### src/rtl/seg_display_scheduler.sv
`default_nettype none
// ============================================================================
// Module      : seg_display_scheduler
// Description : Time-multiplexes a 4-digit seven-segment display. Each digit
//               is selected for REFRESH_DIV cycles. New values arrive through
//               a load handshake and are committed only at a frame boundary.
// Revision    : 1.0 - initial release
// ============================================================================
module seg_display_scheduler #(
  parameter int REFRESH_DIV = 100000
) (
  input  logic        clk,
  input  logic        reset,
  input  logic        load,
  input  logic [15:0] value_in,
  input  logic [3:0]  dots_in,
  output logic        busy,
  output logic        ack,
  output logic        frame_done,
  output logic [1:0]  seg_select_out,
  output logic [3:0]  bin_out,
  output logic        dot_out
);

  localparam int CNT_W = $clog2(REFRESH_DIV);
  localparam logic [CNT_W-1:0] CNT_MAX = CNT_W'(REFRESH_DIV - 1);

  typedef enum logic [0:0] {
    IDLE    = 1'b0,
    PENDING = 1'b1
  } state_t;

  state_t            state;
  state_t            state_next;
  logic [CNT_W-1:0]  cnt;
  logic [1:0]        dig;
  logic [15:0]       pend_value;
  logic [3:0]        pend_dots;
  logic [15:0]       comm_value;
  logic [3:0]        comm_dots;
  logic              boundary;
  logic              capture;
  logic              commit;

  // Last cycle of digit 3's slot marks the end of a frame.
  assign boundary = (cnt == CNT_MAX) && (dig == 2'd3);

  // Slot counter and digit index free-run regardless of the handshake.
  always_ff @(posedge clk) begin
    if (reset) begin
      cnt <= '0;
      dig <= 2'd0;
    end else if (cnt == CNT_MAX) begin
      cnt <= '0;
      dig <= dig + 2'd1;
    end else begin
      cnt <= cnt + 1'b1;
    end
  end

  // Handshake state register.
  always_ff @(posedge clk) begin
    if (reset) begin
      state <= IDLE;
    end else begin
      state <= state_next;
    end
  end

  // Next state and handshake strobes; the commit decision uses the state at
  // the start of the cycle, so a load taken on a boundary waits a full frame.
  always_comb begin
    state_next = state;
    capture    = 1'b0;
    commit     = 1'b0;
    case (state)
      IDLE: begin
        if (load) begin
          capture    = 1'b1;
          state_next = PENDING;
        end
      end
      PENDING: begin
        if (boundary) begin
          commit     = 1'b1;
          state_next = IDLE;
        end
      end
      default: state_next = IDLE;
    endcase
  end

  // Pending registers hold the submitted value until the next boundary.
  always_ff @(posedge clk) begin
    if (reset) begin
      pend_value <= 16'h0000;
      pend_dots  <= 4'b0000;
    end else if (capture) begin
      pend_value <= value_in;
      pend_dots  <= dots_in;
    end
  end

  // Committed registers feed the display; ACK pulses after each commit.
  always_ff @(posedge clk) begin
    if (reset) begin
      comm_value <= 16'h0000;
      comm_dots  <= 4'b0000;
      ack        <= 1'b0;
    end else begin
      ack <= commit;
      if (commit) begin
        comm_value <= pend_value;
        comm_dots  <= pend_dots;
      end
    end
  end

  // Digit nibble selection from the committed value only.
  always_comb begin
    bin_out = comm_value[3:0];
    case (dig)
      2'd0:    bin_out = comm_value[3:0];
      2'd1:    bin_out = comm_value[7:4];
      2'd2:    bin_out = comm_value[11:8];
      default: bin_out = comm_value[15:12];
    endcase
  end

  assign busy           = (state == PENDING);
  assign frame_done     = boundary;
  assign seg_select_out = dig;
  assign dot_out        = ~comm_dots[dig];

endmodule
`default_nettype wire
### config.mk
export PLATFORM = sky130hd
export DESIGN_NAME = seg_display_scheduler
export DESIGN_NICKNAME = d
export VERILOG_FILES = /design/src/rtl/seg_display_scheduler.sv
export SDC_FILE = /design/constraint.sdc
export NUM_CORES = 1
export LEC_CHECK = 0
export BUFFER_PORTS_ARGS = -buffer_cell sky130_fd_sc_hd__buf_2
export CAP_MARGIN = 15
export CORE_ASPECT_RATIO = 0.9
export CORE_MARGIN = 8
export CORE_UTILIZATION = 50
export CTS_CLUSTER_DIAMETER = 100
export CTS_CLUSTER_SIZE = 28
export DETAILED_ROUTE_END_ITERATION = 8
export PLACE_DENSITY = 0.7
export SLEW_MARGIN = 20
export SYNTH_ARGS = -nofsm -noshare
export SYNTH_HDL_FRONTEND = slang
export SYNTH_SLANG_ARGS = --single-unit
### constraint.sdc
create_clock -name clk -period 2.1 [get_ports clk]
set_input_delay 0.315 -clock clk [delete_from_list [all_inputs] [get_ports clk]]
set_output_delay 0.315 -clock clk [all_outputs]
set_load 0.05 [all_outputs]
# Word level (Yosys, flattened, before mapping)
# Cells that the tools add are included.
# totals
inputBits,23
regBits,61
output_inout_bits,10
word_cells,29
# classes
eq_ne,4
muxes,9
n_addsub,2
order_cmp,1
bitwise_logic,2
reduce_logical,3
# ops
cell,n
"adder 17 x 1 -> 17 bit, second input constant",1
"equality test 17 bit, second input constant",1
case mux 4 bit (3 select lines),1
two-way mux 1 bit,6
"equality test 2 bit, second input constant",2
"less-than comparator 2 x 3 -> 1 bit, second input constant",1
"adder 2 x 1 -> 2 bit, second input constant",1
binary-select mux 1 bit (select 2 bit),1
"equality test 2 x 1 -> 1 bit, second input constant",1
logical NOT 2 bit,1
inverter 1 bit,2
case mux 1 bit (2 select lines),1
OR reduction 2 bit,1
logical AND 1 bit,1

# Longest topological paths before layout
# Gate-level depths: netlist (run 1).
# depth
ltp_word,4
mapped_depth,8
mapped_depth_nobuf,5

# Worst setup path before layout (run 1)
# Ideal clock, no wire load.
# synth_timing
path_kind,reg-to-output
from,reg cnt[0]
to,out frame_done
stages_incl_launch_ff,8
t_arrival_ns,2.555
t_required_ns,1.785
setup_slack_ns,-0.770
cell_sequence,dfxtp_1 ha_1 buf_2 nand2_1 or4b_1 buf_2 buf_6 nor3_1
# synth_between
elab_chain_cells,2
# synth_rtl
item,line_no,source
from (decl),35,logic [CNT_W-1:0] cnt;
from (signal assigned),57,cnt <= cnt + 1'b1;
equality test 17 bit,46,assign boundary = (cnt == CNT_MAX) && (dig == 2'd3);
logical AND 1 bit,46,
to (decl),19,"output logic frame_done,"
# Every way passes these cells.

# Worst setup path in the final report (run 1)
# layout_timing
from,"reg dig[0], in the netlist seg_select_out[0]"
to,out bin_out[0]
# layout_between
elab_chain_cells,2
# layout_rtl
item,line_no,source
from (decl),36,logic [1:0] dig;
from (signal assigned),55,dig <= dig + 2'd1;
"equality test 2 bit, or another cell as far along",122,case (dig)
case mux 4 bit (3 select lines) *,122,
to (decl),21,"output logic [3:0] bin_out,"
# Every way passes the cells marked *; elsewhere a longest branch is shown, timed or not.

==> reports/metrics.yaml, run 1 <==
clk_path_buf_depth: 2
critPathMaxStageDelay_ns: 0.54
regToRegStartpoint: "cnt[0]"
hold_viol_final: 0
placed_cell_area_sq_um: 2930
cp_data_arrival_time_ns: 1.84
syn_inst: 315
ys_seq_elements: 61
fin_crit_ns: 2.16
floorplan.die_area_sq_um: 7870
n_antenna_cell: 0
routedWlPerCell_um: 15.0
clockRootBuffer: "clkbuf_8"
vdd_drop_max_v: 0.000466
htreeDepth: 3
holdWs_ns: 0.199
final_area_sq_um: 3260
area_growth_pct: 23.3
nFillCells: 484
worstPathRequired_ns: 1.78
rsz0062_at_grt: "true"
synthArstFlopShare_pct: 0
initialDrtViolationCount: 310
io_pins: 33
syn-num-nets: 344
grt_usage_pct: 17.4
via_per_inst: 5.50
clk_pin_slew_ns: 0.07
crit_family: "compound AO/OA/AOI/OAI gates"
grt_pass1_vias: 2223
drt_pass1_iterations: 4
core_sq_um: 5190
dieHeight_um: 85.0
path_cells: "inv_4, ha_4, a222oi_1, mux2i_2, buf_6"
drive_gt1_share_pct: 25.2
critPathCaptureType: "output port"
synth_fa_ha_area_share_pct: 2.84
cts_tree: "done"
min_path_type: "primary input to flip-flop"
slew_headroom_pct: 50.8
synth_mux_area_share_pct: 2.37
drc: 0
yosysMostFrequentCell: "dfxtp_1"
hp-start: "reset"
vias: 2331
p_sw_mw: 0.538
wl_um: 6380
holdPathStages: 2
pwr-share-clk_pct: 47.2
max_cap_violations: 0
cts_sinks: 61
synth_common_cells: "dfxtp_1, a21oi_1, nand2_1"
critPathBufInv: 2
yosys.area_share.simple_pct: 23.0
place_congestion: 0.821
cts_made_buffers: 9
combPwrFrac_pct: 4.8
criticalPathCategory: "flip-flop to output port"
finalCritPeriodShare_pct: 103
die_w_um: 92.7
tightest_slew_ns: 0.738
fin_ws_ns: -0.0551
synth_top_area_share_pct: 46.2
yosys_warnings: 0
synth-xor-area-share_pct: 4.31
status: "complete, but fails checks"
io_buffers: 32
r2r_end: "cnt[3]"
sequentialPowerShare_pct: 48.0
synth_top_family_by_area: "simple AND/OR/NAND/NOR gates"
failed_checks: "negative setup slack"
setup_tns_ns: -0.0551
yosysTopAreaCell: "dfxtp_1"
hold_end: "cnt[4]"
max_freq_ghz: 0.464
grt_pass1_wl_um: 10800
seqCellArea_sq_um: 1240
setup_violations: 1
grt_antenna_before_repair: 0
syn_area_sq_um: 2640
synth_area_leaders: "dfxtp_1, a21oi_1, nand2_1, nand4_1, xnor2_1"
multi_input_area_sq_um: 1350
synth.avg_cell_area_sq_um: 8.39
yosysSeqAreaShare_pct: 46.2
synth_compound_area_share_pct: 15.2
leakagePower_nw: 1.17
ys_types: 36
power_density_nw_per_um2: 768
p_sw_share_pct: 21.5
worstRegToRegCells: 6
clock_latency_ns: 0.35
final_nets: 381
fp-row-count: 25
slowest_stage: "a222oi_1"
grt_max_degree: 45
fin_worst_skew_ns: 0.0105
finalPower_mw: 2.50
antenna_left: 0
p_int_mw: 1.97
initial_utilization_pct: 50.9
path_max_fanout: 4
grt_overflow: 0
synth-main-ff-cell: "dfxtp_1"
start_kind: "flip-flop"
finalMaxSlewViolations: 0
r2r_slack_ns: 0.21
hpwl_um: 4360
synth_edf_count: 0
place_ws_ns: 0.116
[power groups by stage]
stage | combinational, mW | sequential (mW) | clock [mW]
after CTS | 0.119 | 1.20 | 1.20
after global routing | 0.133 | 1.20 | 1.26
after detailed placement | 0.115 | 1.23 | 0
after global placement | 0.112 | 1.23 | 0
final | 0.119 | 1.20 | 1.18
after floorplan | 0.0705 | 1.23 | 0
[flip-flops by register name, summed over array words and instances (netlist names)]
register / count
comm_value: 16
cnt: 17
pend_value: 16
ack: 1
comm_dots: 4
pend_dots: 4
busy: 1
seg_select_out: 2
[how the worst max path moves through the flow]
stage | start | end | cells after the start
2_1_floorplan | cnt[0] | frame_done | 7
3_3_place_gp | cnt[0] | cnt[3] | 6
3_5_place_dp | cnt[0] | cnt[7] | 6
4_1_cts | seg_select_out[1] | bin_out[0] | 5
5_1_grt | seg_select_out[0] | bin_out[0] | 5
6_report | seg_select_out[0] | bin_out[0] | 5
[worst reg2reg max path, stage by stage, from the launching register on]
cell,delay (ns)
dfxtp_4,0.37
ha_4,0.14
nand2_4,0.05
or4b_4,0.51
buf_4,0.24
o21bai_4,0.35
nor2_1,0.10
[layout make-up]
cell class                 count  share of cell area, %
multi-input combinational    218                   41.3
sequential                    61                   37.9
timing repair buffer          49                   9.67
clock buffer                  13                   4.87
tap                           67                   2.57
clock inverter                 3                   2.07
inverter                      13                   1.65
[logic make-up after synthesis]
family          after synthesis
compound gates               73
xor+xnor                     13
fa+ha+maj                     6
buf+inv                      36
flops                        61
mux                           5
simple gates                121
[routing by layer]
layer	part of all wire [%]	wire, um	track usage (%)
met1	49	3150	23.9
met2	42	2710	23.3
met3	6.6	423	7.05
met4	1.5	98	7.02
met5	0	0	0
[cells in the final DEF (no fill, tap or decap), types with 8 or more instances in the layout]
master	count
inv_1	11
nor3_1	8
nand3_1	8
xnor2_1	11
clkbuf_8	11
nand2_1	42
nor2_1	18
a21oi_1	44
o21ai_0	19
buf_2	27
buf_4	17
nand4_1	24
dfxtp_1	55
[repair_timing]
item	in CTS	in global routing
pin swaps	4	3
hold buffers	0	0
buffers inserted	2	0
endpoints found under the setup margin	5	5
resized for setup	15	15
[through the flow]
stage | util [%] | std cells
after CTS | 62.0 | 424
after detailed placement | 56.5 | 406
after floorplan | - | 315
after global routing | 62.8 | 424
after global placement | 56.5 | 406
final | 62.8 | 424
No activity file was read; power rests on OpenSTA's default activity.
==> run 2: changes to the inputs <==
--- a/config.mk
+++ b/config.mk
@@ -6,13 +6,12 @@
 export NUM_CORES = 1
 export LEC_CHECK = 0
 export BUFFER_PORTS_ARGS = -buffer_cell sky130_fd_sc_hd__buf_2
-export CAP_MARGIN = 15
 export CORE_ASPECT_RATIO = 0.9
-export CORE_MARGIN = 8
 export CORE_UTILIZATION = 50
 export CTS_CLUSTER_DIAMETER = 100
 export CTS_CLUSTER_SIZE = 28
 export DETAILED_ROUTE_END_ITERATION = 8
+export GPL_TIMING_DRIVEN = 0
 export PLACE_DENSITY = 0.7
 export SLEW_MARGIN = 20
 export SYNTH_ARGS = -nofsm -noshare
==> reports/metrics.yaml, run 2 (synthesis gave the netlist of run 1 again) <==
placed_cells: 412
io_pins: 33
fin_crit_ns: 2.17
routedWlPerCell_um: 14.9
grt_pass1_wl_um: 10600
final_common_cell: "dfxtp_1"
initialDrtViolationCount: 199
fin_ws_ns: -0.0698
setup_violations: 1
worstPathRequired_ns: 1.78
finalMaxSlewViolations: 0
fp-row-count: 24
worstRegToRegCells: 8
stdcell_count: 437
leakagePower_nw: 1.17
cts_sinks: 61
grt_antenna_before_repair: 0
dieHeight_um: 71.0
drive_gt1_share_pct: 23.9
sequentialPowerShare_pct: 46.0
grt_overflow: 0
hpwl_um: 4310
critPathMaxStageDelay_ns: 0.56
p_int_mw: 2.06
fin_worst_skew_ns: 0.00855
clockRootBuffer: "clkbuf_8"
max_cap_violations: 0
die_w_um: 78.7
status: "complete, but fails checks"
cts_made_buffers: 9
n_antenna_cell: 0
grt_usage_pct: 25.4
place_ws_ns: -0.182
cts_tree: "done"
cp_data_arrival_time_ns: 1.85
floorplan.die_area_sq_um: 5580
finalPower_mw: 2.62
clock_latency_ns: 0.34
clk_pin_slew_ns: 0.07
critPathCaptureType: "output port"
vdd_drop_max_v: 0.000645
antenna_left: 0
place_congestion: 0.832
htreeDepth: 3
drt_pass1_iterations: 6
core_sq_um: 4950
power_density_nw_per_um2: 790
initial_utilization_pct: 53.4
wl_um: 6510
holdPathStages: 3
path_max_fanout: 2
via_per_inst: 5.65
failed_checks: "negative setup slack"
area_growth_pct: 25.2
clk_path_buf_depth: 2
rsz0062_at_grt: "true"
path_cells: "ha_4, nand2_2, or4b_4, nor3_4, buf_6"
p_sw_share_pct: 21.4
largest_reg_flops: 17
io_buffers: 32
reg.largest.list: "cnt (17), comm_value (16), pend_value (16)"
criticalPathCategory: "flip-flop to output port"
final_nets: 396
grt_pass1_vias: 2248
regMostFlops: "cnt"
min_path_type: "primary input to flip-flop"
pwr-share-clk_pct: 49.0
finalCritPeriodShare_pct: 103
start_kind: "flip-flop"
vias: 2468
tightest_slew_ns: 0.573
drc: 0
max_freq_ghz: 0.461
grt_max_degree: 12
p_sw_mw: 0.559
slowest_stage: "or4b_4"
layout_common_cells: "dfxtp_1, a21oi_1, nand2_1"
slew_headroom_pct: 61.8
hold_viol_final: 0
combPwrFrac_pct: 5.0
==> run 2: cell count changes in the layout (fill, tap and decap cells not counted), moves of 2 or more <==
cell and delta:
o21ai_1 +4, buf_1 +2, buf_2 +2, buf_6 +2, buf_4 -5, o21ai_0 -4, clkbuf_1 +12
==> run 2: layout make-up <==
cell class / count / area [sq um]
plain buffers: 19 / 87.6
clock buffers: 10 / 138
clock inverters: 6 / 110
fillers: 424 / 1640
inverters: 13 / 51.3
multi-input cells: 218 / 1330
flip-flops and latches: 61 / 1240
well taps: 65 / 81.3
repair buffers: 45 / 280
==> run 2: per-layer routing <==
metal	vias to the layer above	GRT usage (%)	part of all wire [%]
li1	1213	-	-
met2	85	37.3	45
met4	0	9.47	1.5
met1	1158	33.9	46
met5	-	0	0
met3	12	9.42	7.7
==> run 2: worst paths after layout <==
kind	startpoint	slack (ns)	end
worst min-delay path	value_in[2]	0.21	pend_value[2]
worst max register to register	cnt[1]	0.03	cnt[11]
worst max-delay path	cnt[1]	-0.07	frame_done
worst min register to register	pend_value[2]	0.46	pend_value[2]
==> run 2: timing repair <==
item,4_1_cts,5_1_grt
pin swaps,6,5
cloned,0,1
hold buffers,0,0
resized for setup,13,18
setup buffers,7,5
endpoints found under the setup margin,5,27
==> run 2: power by group through the flow <==
stage / Sequential (mW) / Combinational, mW / Clock [mW]
after floorplan: 1.23 / 0.0705 / 0
after global placement: 1.23 / 0.114 / 0
after detailed placement: 1.23 / 0.117 / 0
after CTS: 1.20 / 0.124 / 1.30
after global routing: 1.21 / 0.148 / 1.36
final: 1.20 / 0.130 / 1.28
==> run 2: critical path, delay by kind of cell, from the launching register on <==
| kind | cells | cell delay [ns] |
|---|---|---|
| flip-flops | 1 | 0.35 |
| buffers and inverters | 1 | 0.18 |
| AND/OR/NAND/NOR | 3 | 0.84 |
| adder cells (fa/ha/maj) | 1 | 0.15 |
==> run 2: per-stage QoR <==
stage	TNS [ns]	hold slack (ns)	instance area (sq um)	utilization (%)
finish	-0.0698	0.206	3310	66.8
global route	-0.424	0.191	3310	66.8
CTS	-0.0944	0.192	3240	65.5
detailed placement	-0.182	0.446	2940	59.4
global placement	-0.178	0.440	2940	59.4
floorplan	-0.586	0.429	2700	-
==> run 3: changes to the inputs <==
--- a/config.mk
+++ b/config.mk
@@ -6,7 +6,6 @@
 export NUM_CORES = 1
 export LEC_CHECK = 0
 export BUFFER_PORTS_ARGS = -buffer_cell sky130_fd_sc_hd__buf_2
-export CORE_ASPECT_RATIO = 0.9
 export CORE_UTILIZATION = 50
 export CTS_CLUSTER_DIAMETER = 100
 export CTS_CLUSTER_SIZE = 28
==> reports/metrics.yaml, run 3 (synthesis gave the netlist of run 1 again) <==
reg.largest.list: "cnt (17), comm_value (16), pend_value (16)"
finalMaxSlewViolations: 0
multi_input_area_sq_um: 1330
fin_ws_ns: -0.0295
drt_pass1_iterations: 6
fin_worst_skew_ns: 0.00808
drive_gt1_share_pct: 23.0
max_cap_violations: 0
min_path_type: "primary input to flip-flop"
slew_headroom_pct: 62.9
final_common_cell: "dfxtp_1"
clk_pin_slew_ns: 0.07
cts_sinks: 61
antenna_left: 0
setup_violations: 1
initialDrtViolationCount: 120
criticalPathCategory: "flip-flop to output port"
utilization_pct: 63.3
holdWs_ns: 0.201
grt_overflow: 0
failed_checks: "negative setup slack"
cts_made_buffers: 9
finalCritPeriodShare_pct: 101
htreeDepth: 3
cp_data_arrival_time_ns: 1.81
hpwl_um: 4320
layout_common_cells: "dfxtp_1, a21oi_1, nand2_1"
path_max_fanout: 3
grt_antenna_before_repair: 0
clock_latency_ns: 0.35
fin_crit_ns: 2.13
cts_tree: "done"
vdd_drop_max_v: 0.000439
n_antenna_cell: 0
grt_usage_pct: 24.4
place_congestion: 0.828
clk_path_buf_depth: 2
routedWlPerCell_um: 14.2
worstPathRequired_ns: 1.78
regMostFlops: "cnt"
wl_um: 6180
grt_pass1_wl_um: 9960
power_density_nw_per_um2: 728
io_buffers: 32
status: "complete, but fails checks"
place_ws_ns: -0.208
final_nets: 390
die_w_um: 74.7
largest_reg_flops: 17
clockRootBuffer: "clkbuf_8"
core_sq_um: 5110
nFillCells: 455
cts_hold_buf: 0
vias: 2373
dieHeight_um: 74.7
via_per_inst: 5.44
rsz0062_at_grt: "true"
hold_viol_final: 0
max_freq_ghz: 0.470
leakagePower_nw: 1.12
seqCellArea_sq_um: 1250
setup_tns_ns: -0.0295
tightest_slew_ns: 0.556
grt_max_degree: 11
floorplan.die_area_sq_um: 5580
area_growth_pct: 22.2
initial_utilization_pct: 51.8
fp-row-count: 26
start_kind: "flip-flop"
io_pins: 33
drc: 0
critPathCaptureType: "output port"
grt_pass1_vias: 2165
run 3: changes by cell type in the layout (fill, tap and decap cells not counted), moves of 2 or more:
cell,change
dfxtp_4,+3
dfxtp_1,-2
o21ai_0,+4
buf_4,-2
bufinv_16,-2
buf_2,-2
buf_6,-2
o21ai_1,-4
run 3: stage by stage:
stage                     power (mW)  instances  cell area [sq um]
after floorplan                 1.30        315               2700
after global placement          1.35        417               2950
after detailed placement        1.35        417               2950
after CTS                       2.37        436               3190
after global routing            2.43        436               3230
final                           2.35        436               3230
run 3: critical path: stages, from the launching register on:
cell	delay, ns
dfxtp_4	0.36
ha_4	0.14
nand2_2	0.06
or4b_4	0.51
nor3_4	0.22
buf_6	0.18
run 3: path summary, 6_finish.rpt:
check	from	end	slack, ns	cells after the start
max	cnt[1]	frame_done	-0.03	5
min	value_in[1]	pend_value[1]	0.20	3
max reg2reg	cnt[1]	cnt[9]	0.14	8
min reg2reg	pend_value[0]	pend_value[0]	0.46	2
run 3: layer usage:
metal / GRT usage, % / part of all wire [%] / vias up
met5: 0 / 0 / -
li1: - / - / 1197
met4: 15.1 / 2.7 / 0
met3: 5.22 / 4.3 / 16
met1: 30.3 / 46 / 1108
met2: 38.9 / 47 / 52
run 3: timing repair:
item	in CTS	in global routing
pin swaps	7	4
setup buffers	6	1
gates resized for setup	15	17
setup endpoints to repair	5	28
run 3: where the power goes:
part | switching [mW] | total, mW | internal [mW]
clock network | 0.450 | 1.03 | 0.577
registers | 0.0211 | 1.20 | 1.18
logic | 0.0728 | 0.122 | 0.0487
run 3: area by class of cell:
type                       instances  share of cell area (%)
sequential                        61                    38.6
timing repair buffer              39                    7.20
multi-input combinational        218                    41.2
buffer                            19                    2.75
clock buffer                      12                    4.49
tap                               70                    2.71
clock inverter                     4                    1.47
inverter                          13                    1.51
